$ cat src/rtl/ps2_disp_ctrl.sv
// ps2_disp_ctrl: PS/2 hex-key scan-code sequencer and multiplexed 7-segment display driver.
// Drops break (F0 xx) and extended (E0 xx / E0 F0 xx) sequences, keeps the last NDIG hex
// make codes in a shift buffer, and scans them across NDIG common-anode digits through an
// external scan-code-to-segment transcoder.
// Optional feature: define PS2_REPEAT_FILTER_EN to suppress typematic repeats of the last
// stored key until its break code is seen.
module ps2_disp_ctrl #(
  parameter int unsigned NDIG        = 4,
  parameter int unsigned REFRESH_DIV = 50000
) (
  input  logic                         clk,
  input  logic                         rst,
  input  logic                         code_valid,
  input  logic [7:0]                   code,
  input  logic                         clr,
  output logic [7:0]                   code_out,
  input  logic [6:0]                   seg_in,
  output logic [6:0]                   seg,
  output logic [NDIG-1:0]              an,
  output logic [$clog2(NDIG+1)-1:0]    count
);

  localparam int unsigned IW = $clog2(NDIG);
  localparam int unsigned CW = $clog2(NDIG + 1);
  localparam int unsigned DW = $clog2(REFRESH_DIV);

  typedef enum logic [1:0] {StIdle, StExt, StBreak} state_e;

  state_e          state_q;
  logic [7:0]      slot_q [NDIG];
  logic [CW-1:0]   count_q;
  logic [DW-1:0]   div_q;
  logic [IW-1:0]   idx_q;
  logic [6:0]      seg_q;
  logic [NDIG-1:0] an_q;
  logic            is_hex;
  logic            store;
  logic            occupied;

  // Recognise the 16 hex-key make codes.
  always_comb begin
    is_hex = 1'b0;
    case (code)
      8'h45, 8'h16, 8'h1E, 8'h26, 8'h25, 8'h2E, 8'h36, 8'h3D,
      8'h3E, 8'h46, 8'h1C, 8'h32, 8'h21, 8'h23, 8'h24, 8'h2B: is_hex = 1'b1;
      default:                                               is_hex = 1'b0;
    endcase
  end

`ifdef PS2_REPEAT_FILTER_EN
  logic [7:0] hold_q;
  logic       hold_vld_q;

  // A held key repeats its make code; only the first one is stored.
  always_comb begin
    store = code_valid && (state_q == StIdle) && is_hex && !(hold_vld_q && (code == hold_q));
  end

  // Track the last stored key until its break code releases it.
  always_ff @(posedge clk) begin
    if (rst) begin
      hold_q     <= 8'h00;
      hold_vld_q <= 1'b0;
    end else if (clr) begin
      hold_vld_q <= 1'b0;
    end else if (store) begin
      hold_q     <= code;
      hold_vld_q <= 1'b1;
    end else if (code_valid && (state_q == StBreak) && (code == hold_q)) begin
      hold_vld_q <= 1'b0;
    end
  end
`else
  // Every hex make code seen in IDLE is stored, repeats included.
  always_comb begin
    store = code_valid && (state_q == StIdle) && is_hex;
  end
`endif

  // Byte FSM: strips F0/E0 prefixes and the byte that follows them.
  always_ff @(posedge clk) begin
    if (rst) begin
      state_q <= StIdle;
    end else if (code_valid) begin
      unique case (state_q)
        StIdle: begin
          if (code == 8'hF0)      state_q <= StBreak;
          else if (code == 8'hE0) state_q <= StExt;
        end
        StExt:   state_q <= (code == 8'hF0) ? StBreak : StIdle;
        StBreak: state_q <= StIdle;
        default: state_q <= StIdle;
      endcase
    end
  end

  // Key buffer: newest key in slot 0, oldest falls off the top when full; clr wins.
  always_ff @(posedge clk) begin
    if (rst) begin
      count_q <= '0;
      for (int k = 0; k < NDIG; k++) slot_q[k] <= 8'h00;
    end else if (clr) begin
      count_q <= '0;
    end else if (store) begin
      for (int k = NDIG - 1; k > 0; k--) slot_q[k] <= slot_q[k-1];
      slot_q[0] <= code;
      if (count_q != CW'(NDIG)) count_q <= count_q + 1'b1;
    end
  end

  // Slots fill from 0 upward, so a slot is occupied exactly when its index is below count.
  always_comb begin
    occupied = (CW'(idx_q) < count_q);
    code_out = occupied ? slot_q[idx_q] : 8'h00;
  end

  // Refresh scan and registered digit drive; seg and an move together one cycle after idx.
  always_ff @(posedge clk) begin
    if (rst) begin
      div_q <= '0;
      idx_q <= '0;
      seg_q <= 7'h7F;
      an_q  <= '1;
    end else begin
      if (div_q == DW'(REFRESH_DIV - 1)) begin
        div_q <= '0;
        idx_q <= (idx_q == IW'(NDIG - 1)) ? '0 : idx_q + 1'b1;
      end else begin
        div_q <= div_q + 1'b1;
      end
      an_q  <= ~(NDIG'(1) << idx_q);
      seg_q <= occupied ? seg_in : 7'h7F;
    end
  end

  assign seg   = seg_q;
  assign an    = an_q;
  assign count = count_q;

endmodule

$ cat config.mk
export PLATFORM = sky130hd
export DESIGN_NAME = ps2_disp_ctrl
export DESIGN_NICKNAME = d
export VERILOG_FILES = /design/src/rtl/ps2_disp_ctrl.sv
export SDC_FILE = /design/constraint.sdc
export NUM_CORES = 1
export LEC_CHECK = 0
export CAP_MARGIN = 20
export CORE_UTILIZATION = 59
export DETAILED_ROUTE_END_ITERATION = 8
export GPL_ROUTABILITY_DRIVEN = 0
export HOLD_SLACK_MARGIN = 0.02
export PLACE_DENSITY = 0.95
export SLEW_MARGIN = 40
export SYNTH_ARGS = -nofsm -noshare
export SYNTH_HDL_FRONTEND = slang
export SYNTH_SLANG_ARGS = --single-unit
$ cat constraint.sdc
create_clock -name clk -period 6.3 [get_ports clk]
set_input_delay 1.26 -clock clk [delete_from_list [all_inputs] [get_ports clk]]
set_output_delay 1.26 -clock clk [all_outputs]
set_load 0.01 [all_outputs]
Word level (Yosys, flattened, before mapping)
Memory sizes are Yosys's and may differ from the RTL's. A register that Yosys moved wholly into a read port is not among the register bits.
Index checks and enable logic that the tools add are counted.
W data, S select, Z words.
{"block": "word_totals", "reg_bits": 34, "mem_bits_rw": 32, "in_bits": 19, "output_inout_bits": 22, "word_cells": 69, "n_memories": 1}
{"block": "op_classes", "n_addsub": 3, "n_lt_le_gt_ge": 1, "n_eq_ne": 23, "shift": 1, "n_mux": 19, "bitwise_logic": 6, "reduce_logical": 9}
{"memory": "slot_q", "words": 4, "word_bits": 8, "read_ports": 4, "rd_ports_with_merged_regs": 1, "write_ports": 4, "line_no": "30", "source": "logic [7:0] slot_q [NDIG];"}
{"cell": "$eq A8 B6 Y1 const B", "count": 11}
{"cell": "$mux W8", "count": 5}
{"cell": "$eq A8 B5 Y1 const B", "count": 3}
{"cell": "$add A16 B1 Y16 const B", "count": 1}
{"cell": "$eq A16 B16 Y1 const B", "count": 1}
{"cell": "$eq A8 B7 Y1 const B", "count": 2}
{"cell": "$eq A8 B8 Y1 const B", "count": 2}
{"cell": "$reduce_or A16 Y1", "count": 1}
{"cell": "$mux W2", "count": 6}
{"cell": "$mux W1", "count": 7}
{"cell": "$reduce_or A2 Y1", "count": 3}
{"cell": "$not A4 Y4", "count": 1}
{"cell": "$or A1 B1 Y1", "count": 4}
{"cell": "$pmux W2 S2", "count": 1}
{"cell": "$reduce_and A2 Y1", "count": 2}
{"cell": "$shl A1 B2 Y4 const A", "count": 1}
{"cell": "$add A3 B1 Y3 const B", "count": 1}
{"cell": "$lt A2 B3 Y1", "count": 1}
{"cell": "$ne A3 B1 Y1 const B", "count": 1}
{"cell": "$ne A3 B3 Y1 const B", "count": 1}
{"cell": "$add A2 B1 Y2 const B", "count": 1}
{"cell": "$eq A2 B1 Y1 const B", "count": 1}
{"cell": "$eq A2 B2 Y1 const B", "count": 1}
{"cell": "$logic_and A1 B1 Y1", "count": 2}
{"cell": "2 further kinds", "count": 2}

Depth between registers and ports, before layout
Gate-level depths: netlist of the first run.
{"block": "logic_depth", "depth_word": 9, "mapped_depth": 8, "depth_no_buf": 6}

Least setup slack after synthesis of the first run
Ideal clock, no wire load.
{"block": "synth_path", "path_type": "in2reg", "startpoint": "in code[1]", "endpoint": "mem slot_q[0][0] (enable)", "setup_time_ns": 0.428, "arrival_ns": 3.825, "required_ns": 5.872, "setup_slack_ns": 2.047, "path_stages": 6, "path_buffers": 1, "path_cell_list": "buf_6 -> mux2_4 -> o32ai_2 -> o211ai_2 -> a31o_2 -> o21bai_1"}
{"element": "start, declared", "line_no": "14", "source": "input logic [7:0] code,"}
{"element": "end, declared", "line_no": "30"}

Worst setup path after layout of the first run
{"block": "layout_path", "startpoint": "reg count_q[1], in the netlist count[1]", "endpoint": "out code_out[6]"}
{"block": "layout_between", "elab_chain_cells": 2}
{"element": "start, declared", "line_no": "31", "source": "logic [CW-1:0] count_q;"}
{"element": "start signal, assigned", "line_no": "107", "source": "if (count_q != CW'(NDIG)) count_q <= count_q + 1'b1;"}
{"element": "$lt A2 B3 Y1", "line_no": "113", "source": "occupied = (CW'(idx_q) < count_q);"}
{"element": "$mux W8", "line_no": "114", "source": "code_out = occupied ? slot_q[idx_q] : 8'h00;"}
{"element": "end, declared", "line_no": "16", "source": "output logic [7:0] code_out,"}
No other way between the ends.

==> summary.md, run 1 <==
| Metric | Value |
|---|---|
| Setup violators final | `0` |
| First-pass GRT wire length | `10200 um` |
| Sequential Power Share | `51.3%` |
| WHS | `480 ps` |
| Total congestion overflow | `0` |
| H-tree levels | `3` |
| CTS sink cnt | `approximately 70` |
| Footprint of the multi-input gates | `1330 um2` |
| Cell internal pwr | `~0.73 mW` |
| Share of layout cells above drive strength 1 | `between 10% and 20%` |
| Clock Tree Buf Depth | `2` |
| # DRC | `0` |
| Avg WL per Cell | `16.2 um` |
| Clock Latency Late Sink | `350 ps` |
| CTS resizes | `0` |
| Post-DRT Antenna Nets | `0` |
| Post-Syn Area per Cell | `11.6 um2` |
| Total global-route track usage | `25.3%` |
| Clk Tree Root Cell | `clkbuf_8` |
| Initial DRC Count | `177` |
| Fmax | `around 280 MHz` |
| Vias per inst | `~5.6` |
| Port-buffer cells | `40` |
| Cts-stage hold buffer count | `0` |
| Synth warn | `0` |
| Asr flop ratio synth | `0%` |
| Most common flop cell mapped by yosys | `dfxtp_1` |
| Fillers | `roughly 340` |
| N_diodes | `0` |
| Worst-margin pin slew | `about 630 ps` |
| Final Hold Viols | `0` |
| Initial antenna violation count | `0` |
| TritonCTS clock tree | `yes` |
| Crit path max fanout | `15` |
| Worst EP required | `5040 ps` |
| I/O pin total | `41` |
| Critical-path top delay cell | `clkdlybuf4s50_1` |
| Largest net degree at the start of global routing | `33` |
| Setup TNS | `0 ps` |
| Worst setup SP type | `register` |
| CP max stage delay | `around 500 ps` |
| NetSw | `0.198 mW` |
| EDFF count, synth | `32` |
| Sw Share | `21.3%` |
| Post-CTS setup buffer count | `0` |
| Tmin final | `3590 ps` |
| Clock share of power | `a little over two fifths` |
| Pwr Total | `approximately 0.93 mW` |
| Hold WC Path Type | `register to register` |
| Critical Setup Path Class | `register to output port` |
| Vias in the first global route | `about 2100` |
| Die X | `74.5 um` |
| CP Capture Type | `output port` |
| TritonCTS Buffers | `9` |
| Final Skew | `6.97 ps` |
| Clock transition at the registers of the reported paths | `80 ps` |
| PD cells | `roughly 250 nW/um2` |
| Worst vdd ir | `0.000120 V` |
| Slew HR | `57.6%` |
| Height of the chip | `74.5 um` |
| Max Slew Vio Count | `0` |
| # Max-Cap Violations | `0` |
| Yosys reg bits | `68` |
| Mapped cell area | `between 3000 and 4000 um2` |
| Arrival time worst endpoint | `~2300 ps` |
| Die ar. | `5550 um2` |
| Sequential area share after synthesis | `54.2%` |
| Most frequent cells in the layout | `40 x clkdlybuf4s50_1, 36 x dfxtp_1, 32 x edfxtp_1` |
| Via count | `between 2000 and 2500` |
| RSZ-0062 raised after global routing | `no` |
| Layout net count | `about 340` |
| First-pass DRT Iterations | `4` |
| Unique masters post-synth | `45` |
| Tcrit/Tclk final | `57.0%` |
| Leak Pwr | `1.36 nW` |
| Post-DP HPWL | `3980 um` |
| Combinational share of power | `4.9%` |
| Status | `complete, no violations` |
| CP Cell Sequence | `inv_1 -> ha_1 -> o21ai_0 -> a21oi_2 -> nor2b_1 -> clkdlybuf4s50_1` |
| Total wire length | `6250 um` |
| Register Area | `between 1500 and 2000 um2` |
| Syn Inst Count | `268` |
| Rows | `26` |
| Starting Density | `about 61%` |
| Area growth syn-to-layout | `22.3%` |
| Syn_nets | `295` |
| Core footprint | `a little over 5000 um2` |
| Commonest non-fill, non-tap cell in the layout | `clkdlybuf4s50_1` |
-- cell type report --
class / instances / share of cell area [%]
clock buffer: 14 / 5.97
clock inverter: 2 / 0.396
inverter: 10 / 0.990
multi-input combinational: 179 / 35.0
sequential: 68 / 44.3
tap: 70 / 2.31
timing repair buffer: 42 / 11.0
-- synthesized netlist by cell type (2+ instances only) --
cell type | n | area (um2)
ha_1 | 8 | 100
nor4bb_1 | 2 | 20.0
nand2_1 | 10 | 37.5
nor4b_1 | 2 | 17.5
xor2_1 | 8 | 70.1
nor3_1 | 6 | 30.0
nor3b_1 | 2 | 15.0
mux4_2 | 8 | 180
or3_1 | 8 | 50.1
dfxtp_1 | 36 | 721
nand2b_1 | 9 | 56.3
a31oi_1 | 2 | 12.5
xnor2_1 | 8 | 70.1
inv_1 | 10 | 37.5
and3_1 | 2 | 12.5
a21oi_1 | 5 | 25.0
a21o_1 | 2 | 15.0
nor2_1 | 25 | 93.8
nand3b_1 | 2 | 15.0
clkbuf_1 | 7 | 26.3
and2_2 | 14 | 105
and2_1 | 15 | 93.8
nor2b_1 | 9 | 56.3
edfxtp_1 | 32 | 961
mux2i_1 | 3 | 30.0
nand3_1 | 10 | 50.1
buf_6 | 2 | 22.5
nand4_1 | 4 | 25.0
-- sequential cells by signal, summed over array words and instances (netlist names), named ones only --
name / cells
idx_q: 2
seg: 7
an: 4
slot_q: 32
count: 3
div_q: 16
state_q: 2
-- metrics by stage --
step                      setup WS [ps]  std cells  util [%]  instance area (um2)
final                              2710        385      74.7                 3790
after floorplan                    2050        268         -                 3100
after global placement             2600        369      69.9                 3550
after global routing               2510        385      74.7                 3790
after CTS                          2670        385      74.7                 3790
after detailed placement           2520        369      70.0                 3550
-- power groups by stage --
stage                     sequential, mW  clock (mW)  combinational (mW)
after global placement             0.486           0              0.0436
final                              0.478       0.408              0.0459
after detailed placement           0.487           0              0.0452
after CTS                          0.478       0.411              0.0458
after global routing               0.479       0.430              0.0497
after floorplan                    0.486           0              0.0244
-- routing by layer --
layer | global-route usage, % | up-vias | wire, um
li1 | - | 1017 | -
met1 | 33.1 | 1041 | 2690
met2 | 40.5 | 78 | 3080
met3 | 5.15 | 16 | 310
met4 | 12.2 | 0 | 157
met5 | 0 | - | 0
-- final timing paths --
check | start | endpoint | slack (ps) | cells past startpoint
max reg2reg | div_q[0] | div_q[10] | 4490 | 5
min reg2reg | div_q[0] | div_q[0] | 480 | 1
max | count[1] | code_out[6] | 2710 | 6
min | div_q[0] | div_q[0] | 480 | 1
-- worst max-delay path, delay by kind of cell (launching register included) --
family	cells	cell delay, ps
simple gates	1	110
compound gates	2	570
fa+ha+maj	1	290
buf+inv	2	610
flops	1	400
-- logic make-up after synthesis --
group	after synthesis	share of synthesized area (%)
flops	68	54.2
simple gates	124	22.8
compound gates	18	4.68
other cells	1	0.121
mux	12	7.26
buf+inv	21	3.15
fa+ha+maj	8	3.23
xor+xnor	16	4.52
Note: power is estimated with default switching activity, not from simulation.
==> run 2, diff against run 1 <==
--- a/config.mk
+++ b/config.mk
@@ -6,11 +6,11 @@
 export NUM_CORES = 1
 export LEC_CHECK = 0
 export CAP_MARGIN = 20
-export CORE_UTILIZATION = 59
+export CORE_UTILIZATION = 49
 export DETAILED_ROUTE_END_ITERATION = 8
 export GPL_ROUTABILITY_DRIVEN = 0
 export HOLD_SLACK_MARGIN = 0.02
-export PLACE_DENSITY = 0.95
+export PLACE_DENSITY = 0.86
 export SLEW_MARGIN = 40
 export SYNTH_ARGS = -nofsm -noshare
 export SYNTH_HDL_FRONTEND = slang
==> constraint.sdc (replaced) <==
create_clock -name clk -period 3.14 [get_ports clk]
set_input_delay 0.628 -clock clk [delete_from_list [all_inputs] [get_ports clk]]
set_output_delay 0.628 -clock clk [all_outputs]
set_load 0.01 [all_outputs]
==> summary.md, run 2 (synthesized netlist as in run 1, its figures left out) <==
| Metric | Value |
|---|---|
| Tmin final | `around 2900 ps` |
| Final Skew | `6.74 ps` |
| Max Slew Vio Count | `0` |
| TritonCTS Buffers | `9` |
| Post-CTS setup buffer count | `0` |
| Worst vdd ir | `0.000258 V` |
| Max reg flops | `32` |
| Starting Density | `51.5%` |
| CTS resizes | `0` |
| Arrival time worst endpoint | `2280 ps` |
| Post-DRT Antenna Nets | `0` |
| CP Depth | `6` |
| Core footprint | `approximately 6000 um2` |
| Pwr Total | `1.66 mW` |
| Status | `complete, no violations` |
| Largest net degree at the start of global routing | `33` |
| Dpl cells | `376` |
| Reg2Reg Depth | `5` |
| Tcrit/Tclk final | `between 90% and 100%` |
| Final Hold Viols | `0` |
| Dpl ws | `between 200 and 250 ps` |
| Clock transition at the registers of the reported paths | `70 ps` |
| CP Capture Type | `output port` |
| Post-DP HPWL | `3760 um` |
| # Max-Cap Violations | `0` |
| Clk Tree Root Cell | `clkbuf_8` |
| RSZ-0062 raised after global routing | `no` |
| Crit path max-delay family | `compound AO/OA/AOI/OAI gates` |
| First-pass GRT wire length | `9240 um` |
| I/O pin total | `41` |
| Port-buffer cells | `40` |
| Final Instance Count excl. Fillers | `392` |
| Area growth syn-to-layout | `20.9%` |
| Total global-route track usage | `18.8%` |
| TritonCTS clock tree | `yes` |
| Height of the chip | `roughly 82 um` |
| Worst-margin pin slew | `633 ps` |
| Worst EP required | `between 2000 and 3000 ps` |
| # DRC | `0` |
| Initial DRC Count | `151` |
| Clock Latency Late Sink | `about 340 ps` |
| Fmax | `343 MHz` |
| Die ar. | `6650 um2` |
| Worst setup SP type | `register` |
| Total wire length | `5390 um` |
| Critical-path top delay cell | `a21oi_2` |
| Layout net count | `339` |
| Clock Tree Buf Depth | `2` |
| Rows | `28` |
| Worst hold stages | `1` |
| Hold WC Path Type | `register to register` |
| Die X | `81.5 um` |
| Cts-stage hold buffer count | `0` |
| Most frequent cells in the layout | `40 x clkdlybuf4s50_1, 36 x dfxtp_1, 32 x edfxtp_1` |
| Critical Setup Path Class | `register to output port` |
| Total congestion overflow | `0` |
| Leak Pwr | `around 1.3 nW` |
| Commonest non-fill, non-tap cell in the layout | `clkdlybuf4s50_1` |
| Crit path max fanout | `15` |
| Vias in the first global route | `1933` |
| Slew HR | `~58%` |
| Via count | `about 2100` |
| Reg with most FFs | `slot_q` |
| Setup TNS | `0 ps` |
| N_diodes | `0` |
| H-tree levels | `3` |
| Core Util, Final | `62.2%` |
| Worst Slack Setup Final | `228 ps` |
| First-pass DRT Iterations | `4` |
| CTS sink cnt | `68` |
| PD cells | `444 nW/um2` |
| Vias per inst | `5.24` |
| CP Cell Sequence | `inv_1 -> ha_1 -> o21ai_0 -> a21oi_2 -> nor2b_1 -> clkdlybuf4s50_1` |
| Initial antenna violation count | `0` |
| Setup violators final | `0` |
| Avg WL per Cell | `13.8 um` |
| Critical path buffers and inverters | `2` |
| CP max stage delay | `~530 ps` |
| Share of layout cells above drive strength 1 | `15.5%` |
[run 2: path summary, 6_finish.rpt]
check,from,to,slack (ps)
setup reg to reg,div_q[0],div_q[2],1350
hold reg to reg,div_q[0],div_q[0],470
hold / removal,div_q[0],div_q[0],470
setup / recovery,count[1],code_out[1],230
[run 2: power breakdown]
group          switching, mW  internal, mW
logic                 0.0452        0.0494
clock network          0.307         0.305
registers             0.0116         0.947
[run 2: per-stage QoR]
step / area, um2 / hold slack, ps
after floorplan: 3100 / 430
after global placement: 3580 / 443
after detailed placement: 3580 / 450
after CTS: 3750 / 465
after global routing: 3750 / 510
final: 3750 / 466
[run 2: layout make-up]
| type | count | area [um2] |
|---|---|---|
| fill | 474 | 2280 |
| sequential | 68 | 1680 |
| multi-input combinational | 179 | 1330 |
| timing repair buffer | 44 | 443 |
| clock buffer | 13 | 149 |
| tap | 75 | 93.8 |
| inverter | 10 | 37.5 |
| clock inverter | 3 | 15.0 |
[run 2: metal layers]
layer / global-route usage (%) / part of all wire, %
met1: 24.4 / 47
met2: 29.5 / 46
met3: 4.44 / 5.1
met4: 9.11 / 1.9
met5: 0 / 0
[run 2: worst reg2reg max path: stages, from the launching register on]
cell,delay [ps]
dfxtp_1,380
ha_1,230
and3_1,240
nand4_1,190
nand2b_1,500
nor2_1,120
